**config.mk**
```make
export PLATFORM = sky130hd
export DESIGN_NAME = skein_scan_ctrl
export DESIGN_NICKNAME = d
export VERILOG_FILES = /design/src/rtl/skein_scan_ctrl_pkg.sv /design/src/rtl/skein_result_fifo.sv /design/src/rtl/skein_scan_ctrl.sv
export SDC_FILE = /design/constraint.sdc
export NUM_CORES = 1
export LEC_CHECK = 0
export BUFFER_PORTS_ARGS = -buffer_cell sky130_fd_sc_hd__buf_2
export CORE_AREA = 2 2 305 307
export DETAILED_ROUTE_END_ITERATION = 6
export DIE_AREA = 0 0 307 309
export PLACE_DENSITY = 0.66
export SLEW_MARGIN = 5
export SYNTH_ARGS = -nofsm -noshare
export SYNTH_HDL_FRONTEND = slang
export SYNTH_SLANG_ARGS = --single-unit
```
**constraint.sdc**
```tcl
create_clock -name clk -period 5.98 [get_ports clk]
set_input_delay 0.299 -clock clk [delete_from_list [all_inputs] [get_ports clk]]
set_output_delay 0.299 -clock clk [all_outputs]
set_load 0.05 [all_outputs]
```
**src/rtl/skein_scan_ctrl_pkg.sv**
```systemverilog
// Shared types and defaults for the skein512 nonce scan controller.
// Scan FSM states, result record layout and the default core latency.
package skein_scan_ctrl_pkg;

    localparam int HASH_LATENCY_DEFAULT = 184;

    typedef enum logic [1:0] {
        ST_IDLE,
        ST_RUN,
        ST_DRAIN,
        ST_DONE
    } scan_state_t;

    typedef struct packed {
        logic [31:0] nonce;
        logic [63:0] hash_hi;
    } result_t;

    function automatic result_t make_result(input logic [31:0] nonce, input logic [63:0] hash_hi);
        result_t r;
        r.nonce   = nonce;
        r.hash_hi = hash_hi;
        return r;
    endfunction

endpackage

```
**src/rtl/skein_result_fifo.sv**
```systemverilog
// Result FIFO with a registered head: out_data/out_valid come straight from flops.
// DEPTH must be a power of two and at least 2; push on full succeeds only with a pop.
module skein_result_fifo
    import skein_scan_ctrl_pkg::*;
#(
    parameter int DEPTH = 4
) (
    input  logic    clk,
    input  logic    rst_n,
    input  logic    push,
    input  result_t push_data,
    input  logic    pop,
    output logic    out_valid,
    output result_t out_data,
    output logic    full,
    output logic    empty,
    output logic    drop
);

    localparam int AW = $clog2(DEPTH);
    localparam int CW = AW + 1;

    result_t       mem [DEPTH];
    logic [AW-1:0] wr_ptr_reg;
    logic [AW-1:0] rd_ptr_reg;
    logic [CW-1:0] count_reg;
    logic          out_valid_reg;
    logic          full_reg;
    result_t       out_data_reg;

    logic          pop_ok;
    logic          push_ok;
    logic [CW-1:0] count_next;
    logic [AW-1:0] head_idx;
    result_t       head_next;

    assign pop_ok     = pop && out_valid_reg;
    assign push_ok    = push && (!full_reg || pop_ok);
    assign drop       = push && !push_ok;
    assign count_next = count_reg + CW'(push_ok) - CW'(pop_ok);
    assign head_idx   = pop_ok ? rd_ptr_reg + AW'(1) : rd_ptr_reg;
    // A push into a FIFO that is (or becomes) empty lands directly in the head register.
    assign head_next  = (push_ok && head_idx == wr_ptr_reg) ? push_data : mem[head_idx];

    always_ff @(posedge clk) begin
        if (push_ok) begin
            mem[wr_ptr_reg] <= push_data;
        end
    end

    always_ff @(posedge clk) begin
        if (!rst_n) begin
            wr_ptr_reg    <= '0;
            rd_ptr_reg    <= '0;
            count_reg     <= '0;
            out_valid_reg <= 1'b0;
            full_reg      <= 1'b0;
            out_data_reg  <= '0;
        end else begin
            if (push_ok) begin
                wr_ptr_reg <= wr_ptr_reg + AW'(1);
            end
            if (pop_ok) begin
                rd_ptr_reg <= rd_ptr_reg + AW'(1);
            end
            count_reg     <= count_next;
            out_valid_reg <= (count_next != '0);
            full_reg      <= (count_next == CW'(DEPTH));
            if (count_next != '0) begin
                out_data_reg <= head_next;
            end
        end
    end

    assign out_valid = out_valid_reg;
    assign out_data  = out_data_reg;
    assign full      = full_reg;
    assign empty     = !out_valid_reg;

endmodule

```
**src/rtl/skein_scan_ctrl.sv**
```systemverilog
// Nonce range scanner feeding an interleaved skein512 core; tags returning hashes
// with their nonce and queues those at or below target into a small result FIFO.
module skein_scan_ctrl
    import skein_scan_ctrl_pkg::*;
#(
    parameter int HASH_LATENCY = HASH_LATENCY_DEFAULT,
    parameter int FIFO_DEPTH   = 4
) (
    input  logic         clk,
    input  logic         rst_n,
    input  logic         start,
    input  logic [31:0]  nonce_first,
    input  logic [31:0]  nonce_last,
    input  logic [63:0]  target,
    output logic [31:0]  nonce_o,
    input  logic [511:0] hash_i,
    output logic         busy,
    output logic         done,
    output logic         res_valid,
    input  logic         res_ready,
    output logic [31:0]  res_nonce,
    output logic [63:0]  res_hash_hi,
    output logic         overflow
);

    scan_state_t             state_reg;
    logic                    phase_reg;
    logic                    busy_reg;
    logic                    done_reg;
    logic                    overflow_reg;
    logic [31:0]             issue_cnt_reg;
    logic [31:0]             nonce_o_reg;
    logic [31:0]             last_reg;
    logic [31:0]             res_cnt_reg;
    logic [63:0]             target_reg;
    logic [HASH_LATENCY-1:0] trk_reg;

    logic        issue;
    logic        trk_out;
    logic [63:0] hash_hi;
    logic        match;
    logic        fifo_full;
    logic        fifo_empty;
    logic        fifo_drop;
    result_t     fifo_head;
    logic        unused_bits;

    // The core accepts a new block only on phase=1 cycles.
    assign issue   = (state_reg == ST_RUN) && phase_reg;
    assign trk_out = trk_reg[HASH_LATENCY-1];
    assign hash_hi = hash_i[511:448];
    assign match   = trk_out && (hash_hi <= target_reg);

    always_ff @(posedge clk) begin
        if (!rst_n) begin
            state_reg     <= ST_IDLE;
            phase_reg     <= 1'b0;
            trk_reg       <= '0;
            issue_cnt_reg <= '0;
            nonce_o_reg   <= '0;
            last_reg      <= '0;
            res_cnt_reg   <= '0;
            target_reg    <= '0;
            busy_reg      <= 1'b0;
            done_reg      <= 1'b0;
        end else begin
            phase_reg <= ~phase_reg;
            trk_reg   <= {trk_reg[HASH_LATENCY-2:0], issue};
            if (trk_out) begin
                res_cnt_reg <= res_cnt_reg + 32'd1;
            end
            case (state_reg)
                ST_IDLE, ST_DONE: begin
                    if (start) begin
                        state_reg     <= ST_RUN;
                        busy_reg      <= 1'b1;
                        done_reg      <= 1'b0;
                        issue_cnt_reg <= nonce_first;
                        nonce_o_reg   <= nonce_first;
                        last_reg      <= nonce_last;
                        target_reg    <= target;
                        res_cnt_reg   <= nonce_first;
                    end
                end
                ST_RUN: begin
                    if (issue) begin
                        issue_cnt_reg <= issue_cnt_reg + 32'd1;
                        // nonce_o keeps showing nonce_last once the range is exhausted.
                        if (issue_cnt_reg == last_reg) begin
                            state_reg <= ST_DRAIN;
                        end else begin
                            nonce_o_reg <= issue_cnt_reg + 32'd1;
                        end
                    end
                end
                ST_DRAIN: begin
                    if (trk_reg == '0) begin
                        state_reg <= ST_DONE;
                        busy_reg  <= 1'b0;
                        done_reg  <= 1'b1;
                    end
                end
                default: begin
                    state_reg <= ST_IDLE;
                end
            endcase
        end
    end

    always_ff @(posedge clk) begin
        if (!rst_n) begin
            overflow_reg <= 1'b0;
        end else if (fifo_drop) begin
            overflow_reg <= 1'b1;
        end
    end

    skein_result_fifo #(
        .DEPTH (FIFO_DEPTH)
    ) u_result_fifo (
        .clk       (clk),
        .rst_n     (rst_n),
        .push      (match),
        .push_data (make_result(res_cnt_reg, hash_hi)),
        .pop       (res_ready),
        .out_valid (res_valid),
        .out_data  (fifo_head),
        .full      (fifo_full),
        .empty     (fifo_empty),
        .drop      (fifo_drop)
    );

    assign unused_bits = ^{fifo_full, fifo_empty, hash_i[447:0]};

    assign nonce_o     = nonce_o_reg;
    assign busy        = busy_reg;
    assign done        = done_reg;
    assign overflow    = overflow_reg;
    assign res_nonce   = fifo_head.nonce;
    assign res_hash_hi = fifo_head.hash_hi;

endmodule

```
* After elaboration in Yosys (flattened, before gate mapping) *
Memories as Yosys holds them, arrays and structs flattened. A register that Yosys moved wholly into a read port is not among the register bits.
Index checks and enable logic that the tools add are counted.

cells by class
  add/subtract/negate cells = 6
  $lt $le $gt $ge = 1
  eq/ne operators = 10
  mux-type cells = 23
  bitwise operators = 1
  reductions and logical operators = 20

operator list
  cell                                                                    number
  32-bit 2-to-1 mux                                                       7
  184-bit logical NOT                                                     1
  32-bit one-hot mux with 2 select lines                                  2
  32-bit by 1-bit adder with 32-bit output (second input constant)        2
  64-bit less-or-equal comparator                                         1
  32-bit equality test                                                    1
  2-bit 2-to-1 mux                                                        5
  2-bit inequality test (second input constant)                           4
  4-bit AND reduction                                                     2
  1-bit 2-to-1 mux                                                        6
  2-bit one-hot mux with 3 select lines                                   1
  3-bit AND reduction                                                     2
  1-bit logical AND                                                       5
  2-bit by 1-bit adder with 2-bit output (second input constant)          2
  2-bit equality test (second input constant)                             2
  1-bit one-hot mux with 2 select lines                                   2
  2-bit nonzero test                                                      2
  3-bit by 1-bit adder with 3-bit output                                  1
  3-bit equality test (second input constant)                             1
  1-bit logical NOT                                                       3
  3-bit nonzero test                                                      1
  3-bit by 1-bit subtractor with 3-bit output                             1
  2-bit by 1-bit equality test with 1-bit output (second input constant)  1
  2-bit logical NOT                                                       1
  other kinds (5)                                                         5

storage, ports and cells
  flip-flop bits (word level) = 391
  RAM bits = 384
  input port bits = 644
  output and inout bits = 132
  logic and storage cells = 78
  memories = 1

memory list
  memory             depth  bits a word  rd ports  clocked after memory_dff  write ports  RTL line                 RTL
  u_result_fifo.mem  4      96           1         1                         1            skein_result_fifo.sv:23  result_t mem [DEPTH];

* Logic depth before layout (Yosys ltp) *
Gate-level depths: netlist of run 1.

  depth in word-level cells = 6
  gate-level depth with buffers = 18

* By module *
A second synthesis of run 1 with hierarchy kept.

second synthesis, totals
  cells, all modules = 3346
  area total of the unflattened synthesis = 37300.8 um2

by module, submodules not included
  module             instances  cells an instance  area an instance (um2)  seq. area each (um2)
  skein_result_fifo  1          1572               21692.1                 13633.1
  skein_scan_ctrl    1          1774               15608.7                 7647.3

* Worst setup path before layout of run 1 *
OpenSTA, ideal clock, no wires.

  path kind = reg-to-reg
  start = register target_reg[27]
  end = memory u_result_fifo.mem[0][0] in the netlist's numbering, enable pin
  setup time = 0.466 ns
  data arrival time = 4.193 ns
  required time = 5.514 ns
  path slack = 1.322 ns
  stages on the path, launching flop included = 10
  path buffers = 0
  cells stage by stage = dfxtp_1 inv_1 ha_1 a21oi_1 o21ai_0 a221oi_2 o311ai_2 nor4_2 o21a_1 and2_1

on the way
  longest elaborated chain between the ends = 5

RTL lines
  item                                    RTL line                 RTL
  start: declaration                      skein_scan_ctrl.sv:35    logic [63:0] target_reg;
  start signal: assignment                skein_scan_ctrl.sv:81    target_reg <= target;
  64-bit less-or-equal comparator         skein_scan_ctrl.sv:52    assign match = trk_out && (hash_hi <= target_reg);
  1-bit logical AND                       skein_scan_ctrl.sv:52
  1-bit logical AND                       skein_result_fifo.sv:38  assign push_ok = push && (!full_reg || pop_ok);
  named net u_result_fifo.push_ok         skein_result_fifo.sv:32  logic push_ok;
  1-bit 2-to-1 mux                        skein_result_fifo.sv:46  if (push_ok) begin
  1-bit 2-to-1 mux (implied by the code)  skein_result_fifo.sv:47  mem[wr_ptr_reg] <= push_data;
  end: declaration                        skein_result_fifo.sv:23

The timed path passes the listed nets, and every way through them passes these cells.

* Worst setup path in the final report of run 1 *
  start = input hash_i[449]
  end = register, netlist name u_result_fifo.out_data[19]

on the way
  longest elaborated chain between the ends = 6

RTL lines
  item                                         RTL line                 RTL
  start: declaration                           skein_scan_ctrl.sv:16    input logic [511:0] hash_i,
  64-bit less-or-equal comparator              skein_scan_ctrl.sv:52
  1-bit logical AND                            skein_scan_ctrl.sv:52
  1-bit logical AND                            skein_result_fifo.sv:38
  named net u_result_fifo.push_ok              skein_result_fifo.sv:32
  3-bit by 1-bit adder with 3-bit output       skein_result_fifo.sv:40  assign count_next = count_reg + CW'(push_ok) - CW'(pop_ok);
  3-bit by 1-bit subtractor with 3-bit output  skein_result_fifo.sv:40
  3-bit nonzero test                           skein_result_fifo.sv:69  if (count_next != '0) begin

The timed path passes the listed nets, and every way through them passes these cells.
A chain may end at the register's enable or synchronous reset.

==> run_results.csv, run 1 <==
group,metric,value,unit
status,outcome,"finished clean",
clock_tree,clk_latency,0.64,ns
critical_path,cp-start-kind,"input pin",
critical_path,required,6.51,ns
finish,nets,3948,
synthesis,synth-edff-count,384,
synthesis,async_reset_ff_frac,0,
die,floorplan.rows,111,
finish,final_cells,4506,
timing,setup_viol,0,
clock_tree,post_cts_buffers,0,
synthesis,synth_area_per_cell,12.35,µm²
synthesis,yosys-top-cells-count,"dfxtp_1 (487), nand2_1 (391), edfxtp_1 (384), and2_1 (193), a21oi_1 (182)",
critical_path,end_kind,"flop",
timing,fmax,0.1899,GHz
global_route,gr-usage-all-layers,0.1884,
timing,hold_violations,0,
die,io_pins,776,
global_route,grt_pass1_vias,22380,
worst_hold_path,hold_class,"in -> reg",
timing,worst_slew_pin_slew,1.046,ns
global_route,grt_max_degree,107,
die,die_w,307,µm
finish,largest_register_ffs,384,
synthesis,synth_cells,2733,
clock_tree,path_clk_slew,0.06,ns
placement,gp_congestion,0.8592,
timing,setup_ws,0.7141,ns
die,dieArea,94860,µm²
drt,ant_nets,0,
synthesis,ys_warn_count,0,
synthesis,yosys-top-cells-area,"edfxtp_1 (34%), dfxtp_1 (29%), mux4_2 (6.4%)",
timing,worst_hold_slack,0.04776,ns
timing,tns,0,ns
global_route,grt_pass1_wl,135.0,mm
drt,drtIter0Drc,1700,
clock_tree,numCtsBuffers,91,
drt,drc,0,
clock_tree,cts_root_buf,"clkbuf_16",
timing,drv_slew,0,
die,initial_core_util,0.3694,
drt,via_per_inst,4.981,
placement,place.port_buffers,327,
drt,firstDrtPassIters,6,
critical_path,critPathKind,"in -> reg",
placement,place_hpwl,61.52,mm
die,core-area,91390,µm²
placement,placed_area,36800,µm²
drt,routed_wl,90.56,mm
timing,min_period,5.266,ns
clock_tree,cts.sinks,871,
power_and_ir_drop,p_per_area,469.5,nW/µm²
synthesis,ys_seq_area_frac,0.6304,
power_and_ir_drop,p_leak,16.40,nW
clock_tree,cts_max_level,3,
clock_tree,cts_tree,"yes",
placement,placed_cells_incl_taps,4142,
finish,area_growth,23.12,%
synthesis,synth_area,33750,µm²
drt,routedWlPerCell,20.10,µm
critical_path,worstPathArrival,5.79,ns
placement,pre_cts_slack,0.6220,ns
power_and_ir_drop,power,19.51,mW
timing,slew_headroom,0.2954,
synthesis,yosys_register_bits,871,
synthesis,synthesis.nets,3453,
job,max-cap-violations,0,
critical_path,crit_fanout,11,
synthesis,synthFlopType,"dfxtp_1",
clock_tree,cts_buffer_depth,3,
global_route,grt_overflow_total,0,
finish,stdcell_area,41560,µm²
synthesis,yosysTopAreaCellShare,0.3416,
synthesis,yosys.area.top_type,"edfxtp_1",
global_route,antenna_found_initial,20,
finish,drive_above_1_share,0.1906,
timing,rsz0062_at_grt,"no",
timing,fin_crit_sh,0.8806,
die,die_y,309,µm
power_and_ir_drop,ir_drop,430.3,µV
drt,dr_total_vias,22450,
synthesis,yosysMostFrequentCell,"dfxtp_1",
finish,final_core_util,0.4548,
timing,skew,0.02122,ns
synthesis,synthDistinctLibCells,59,
==> timing repair <==
action | CTS | global route
hold buffers | 179 | 0
setup endpoints to repair | 0 | 0
resized for setup | 0 | 0
endpoints found under the hold margin | 368 | 0
==> layout make-up <==
class / instances / area [µm²]
Fill cell: 8313 / 49830
Sequential cell: 871 / 21280
Multi-Input combinational cell: 1634 / 11600
Timing Repair Buffer: 548 / 3909
Clock buffer: 130 / 2628
Tap cell: 1186 / 1484
Inverter: 82 / 312.8
Clock inverter: 40 / 304.0
Antenna cell: 15 / 37.54
==> cells by family after synthesis <==
| kind of cell | Yosys count | synth area share |
|---|---|---|
| muxes | 225 | 0.1023 |
| and+or+nand+nor | 880 | 0.1266 |
| adders and majority gates | 76 | 0.02839 |
| xor gates and xnor gates | 95 | 0.02487 |
| buffers and inverters | 228 | 0.02880 |
| DFF | 871 | 0.6304 |
| AOI/OAI and AO/OA | 358 | 0.05860 |
==> placed cells by master (no fill, tap or decap), types with 96 or more instances in the layout <==
cell type,n
a21oi_1,182
and2_1,188
buf_2,326
dfxtp_1,487
dlygate4sd3_1,179
edfxtp_1,384
mux2i_1,129
mux4_2,96
nand2_1,390
nor2_1,120
==> final timing paths <==
path | startpoint | end | slack (ns) | depth (start not counted)
worst max-delay path | hash_i[449] | u_result_fifo.out_data[19] | 0.71 | 17
worst min-delay path | target[24] | target_reg[24] | 0.05 | 3
worst max register to register | target_reg[1] | u_result_fifo.out_data[19] | 0.80 | 16
worst min register to register | u_result_fifo.out_data[6] | u_result_fifo.out_data[6] | 0.44 | 2
==> where the power goes <==
| part | switching, mW | internal [mW] | total, mW |
|---|---|---|---|
| sequential | 0.706 | 7.10 | 7.81 |
| combinational | 4.22 | 1.95 | 6.17 |
| clock | 2.36 | 3.16 | 5.53 |
| total | 7.30 | 12.2 | 19.5 |
==> worst max-delay path, stage by stage <==
cell           delay, ns
dlygate4sd3_1       0.61
buf_2               0.18
ha_1                0.30
nor2b_1             0.13
o211a_1             0.20
o21ai_0             0.70
a31oi_1             0.20
nor4_2              0.78
o21a_1              0.41
ha_1                0.20
inv_1               0.05
fa_1                0.37
xnor2_1             0.19
xnor2_1             0.17
o21ai_4             0.58
buf_4               0.31
o21ai_1             0.09
==> routing by layer <==
layer | track usage | vias up | routed length (µm)
li1 | - | 10740 | -
met2 | 0.3006 | 671 | 41530
met3 | 0.03563 | 200 | 4713
met4 | 0.08111 | 6 | 3834
met1 | 0.2514 | 10830 | 40440
met5 | 0 | - | 35
Power figures use the tool's default switching activity.
==> inputs of run 2 (changes only) <==
- PLACE_DENSITY: 0.66 -> not set
==> run 2 against run 1 <==
Wire length fell by 0.21%. Critical path type unchanged. Critical path depth grew 2. Sequential power about the same.
==> run_results.csv, run 2 (same netlist as run 1, synthesis figures left out) <==
group,metric,value,unit
clock_tree,hold_buffers,189,
critical_path,cpMaxStageDelayCell,"nor4_2",
critical_path,r2r.worst_path.cells,18,
timing,min_period,4.929,ns
clock_tree,cts_max_level,3,
critical_path,path_buf_inv,5,
timing,tns,0,ns
power_and_ir_drop,switching_power,7.354,mW
clock_tree,cts.sinks,871,
job,max-cap-violations,0,
critical_path,slowest_delay,0.68,ns
status,outcome,"finished clean",
power_and_ir_drop,p_comb_frac,0.311,
timing,hold_violations,0,
die,floorplan.rows,111,
power_and_ir_drop,p_per_area,472.5,nW/µm²
critical_path,startpoint,"hash_i[465]",
timing,setup_viol,0,
critical_path,worstPathArrival,5.51,ns
global_route,grt_max_degree,112,
critical_path,rr_startpoint,"target_reg[19]",
power_and_ir_drop,seq_power_share,0.396,
global_route,grt_pass1_wl,133.8,mm
worst_hold_path,min_delay_path_depth,3,
finish,nets,3957,
critical_path,cp_num_cells,19,
critical_path,critPathKind,"in -> reg",
worst_hold_path,hold_start,"target[3]",
finish,most-common-layout-cells,"dfxtp_1 (487), nand2_1 (390), edfxtp_1 (384)",
finish,final_core_util,0.4580,
drt,drc,0,
timing,drv_slew,0,
timing,slew_headroom,0.3021,
power_and_ir_drop,ir_drop,322.1,µV
clock_tree,clk_latency,0.65,ns
finish,largest_register_ffs,384,
die,io_pins,776,
timing,rsz0062_at_grt,"no",
placement,gp_congestion,0.8487,
die,dieArea,94860,µm²
die,initial_core_util,0.3694,
placement,placed_area,36820,µm²
critical_path,path_cells,"dlygate4sd3_1 > buf_2 > ha_1 > a21oi_1 > o21ai_0 > a221oi_1 > buf_4 > o22ai_1 > nor4_2 > o21a_1 > ha_1 > inv_1 > fa_1 > xnor2_1 > xnor2_1 > nor3_2 > buf_12 > nand2_1 > o21ai_1",
clock_tree,cts_root_buf,"clkbuf_16",
drt,dr_total_vias,22340,
power_and_ir_drop,p_leak,16.53,nW
global_route,grt_overflow_total,0,
clock_tree,cts_buffer_depth,3,
drt,drtIter0Drc,1568,
global_route,grt_pass1_vias,21920,
critical_path,required,6.57,ns
timing,worst_slew_pin_slew,1.036,ns
placement,place_hpwl,60.89,mm
clock_tree,numCtsBuffers,92,
critical_path,end_kind,"flop",
power_and_ir_drop,swShare,0.3719,
global_route,gr-usage-all-layers,0.1868,
timing,skew,0.01823,ns
clock_tree,post_cts_buffers,0,
drt,routed_wl,90.37,mm
finish,drive_above_1_share,0.1924,
global_route,antenna_found_initial,13,
clock_tree,cts_tree,"yes",
timing,fin_crit_sh,0.8243,
finish,area_growth,24.00,%
die,core-area,91390,µm²
drt,routedWlPerCell,20.04,µm
die,die_y,309,µm
die,die_w,307,µm
critical_path,crit_fanout,85,
critical_path,cp-start-kind,"input pin",
worst_hold_path,hold_class,"in -> reg",
finish,stdcell_area,41860,µm²
power_and_ir_drop,power.internal,12.42,mW
drt,ant_nets,0,
clock_tree,cts_resized,0,
power_and_ir_drop,clockPowerShare,0.294,
drt,firstDrtPassIters,7,
critical_path,crit_family,"compound AO/OA/AOI/OAI gates",
drt,via_per_inst,4.953,
finish,mostFrequentLayoutCell,"dfxtp_1",
placement,place.port_buffers,327,
timing,fmax,0.2029,GHz
clock_tree,path_clk_slew,0.06,ns
[run 2: cell type report]
| type | instances | area, µm² |
|---|---|---|
| Fill cell | 8363 | 49530 |
| Sequential cell | 871 | 21280 |
| Multi-Input combinational cell | 1634 | 11600 |
| Timing Repair Buffer | 556 | 4031 |
| Clock buffer | 136 | 2689 |
| Tap cell | 1186 | 1484 |
| Clock inverter | 37 | 436.7 |
| Inverter | 82 | 312.8 |
| Antenna cell | 8 | 20.02 |
[run 2: metal layers]
metal	GRT usage	share of wire	routed length [µm]	vias to the layer above
li1	-	-	-	10750
met1	0.2500	0.45	40830	10830
met2	0.3024	0.46	41820	581
met3	0.03748	0.052	4670	172
met4	0.06568	0.033	3010	4
met5	0	0.00031	28	-
[run 2: final timing paths]
| kind | to | slack [ns] |
|---|---|---|
| setup / recovery | u_result_fifo.out_data[10] | 1.05 |
| hold / removal | target_reg[3] | 0.05 |
| setup reg to reg | u_result_fifo.out_data[10] | 1.07 |
| hold reg to reg | u_result_fifo.out_data[6] | 0.44 |
[run 2: power by group through the flow]
stage	clock [mW]	combinational, mW	sequential [mW]
floorplan	0	2.86	9.31
global placement	0	6.04	7.92
detailed placement	0	6.08	7.95
CTS	5.96	6.20	7.82
global route	6.20	6.65	7.94
finish	5.81	6.14	7.82
[run 2: worst reg2reg max path, delay by kind of cell (launching register included)]
family | cells | cell delay, ns
DFF | 1 | 0.33
and+or+nand+nor | 3 | 1.18
adders and majority gates | 3 | 0.87
xor gates and xnor gates | 2 | 0.35
AOI/OAI and AO/OA | 6 | 1.48
buffers and inverters | 4 | 0.65
[run 2: through the flow]
stage	instances	hold slack, ns	total power [mW]	setup WS [ns]
final	4510	0.05050	19.78	1.051
after global routing	4507	0.02209	20.79	0.5911
after CTS	4502	0.002799	19.98	0.9629
after detailed placement	4140	0.4367	14.02	0.8351
after global placement	4140	0.4289	13.96	0.8542
after floorplan	2733	0.3979	12.17	1.322
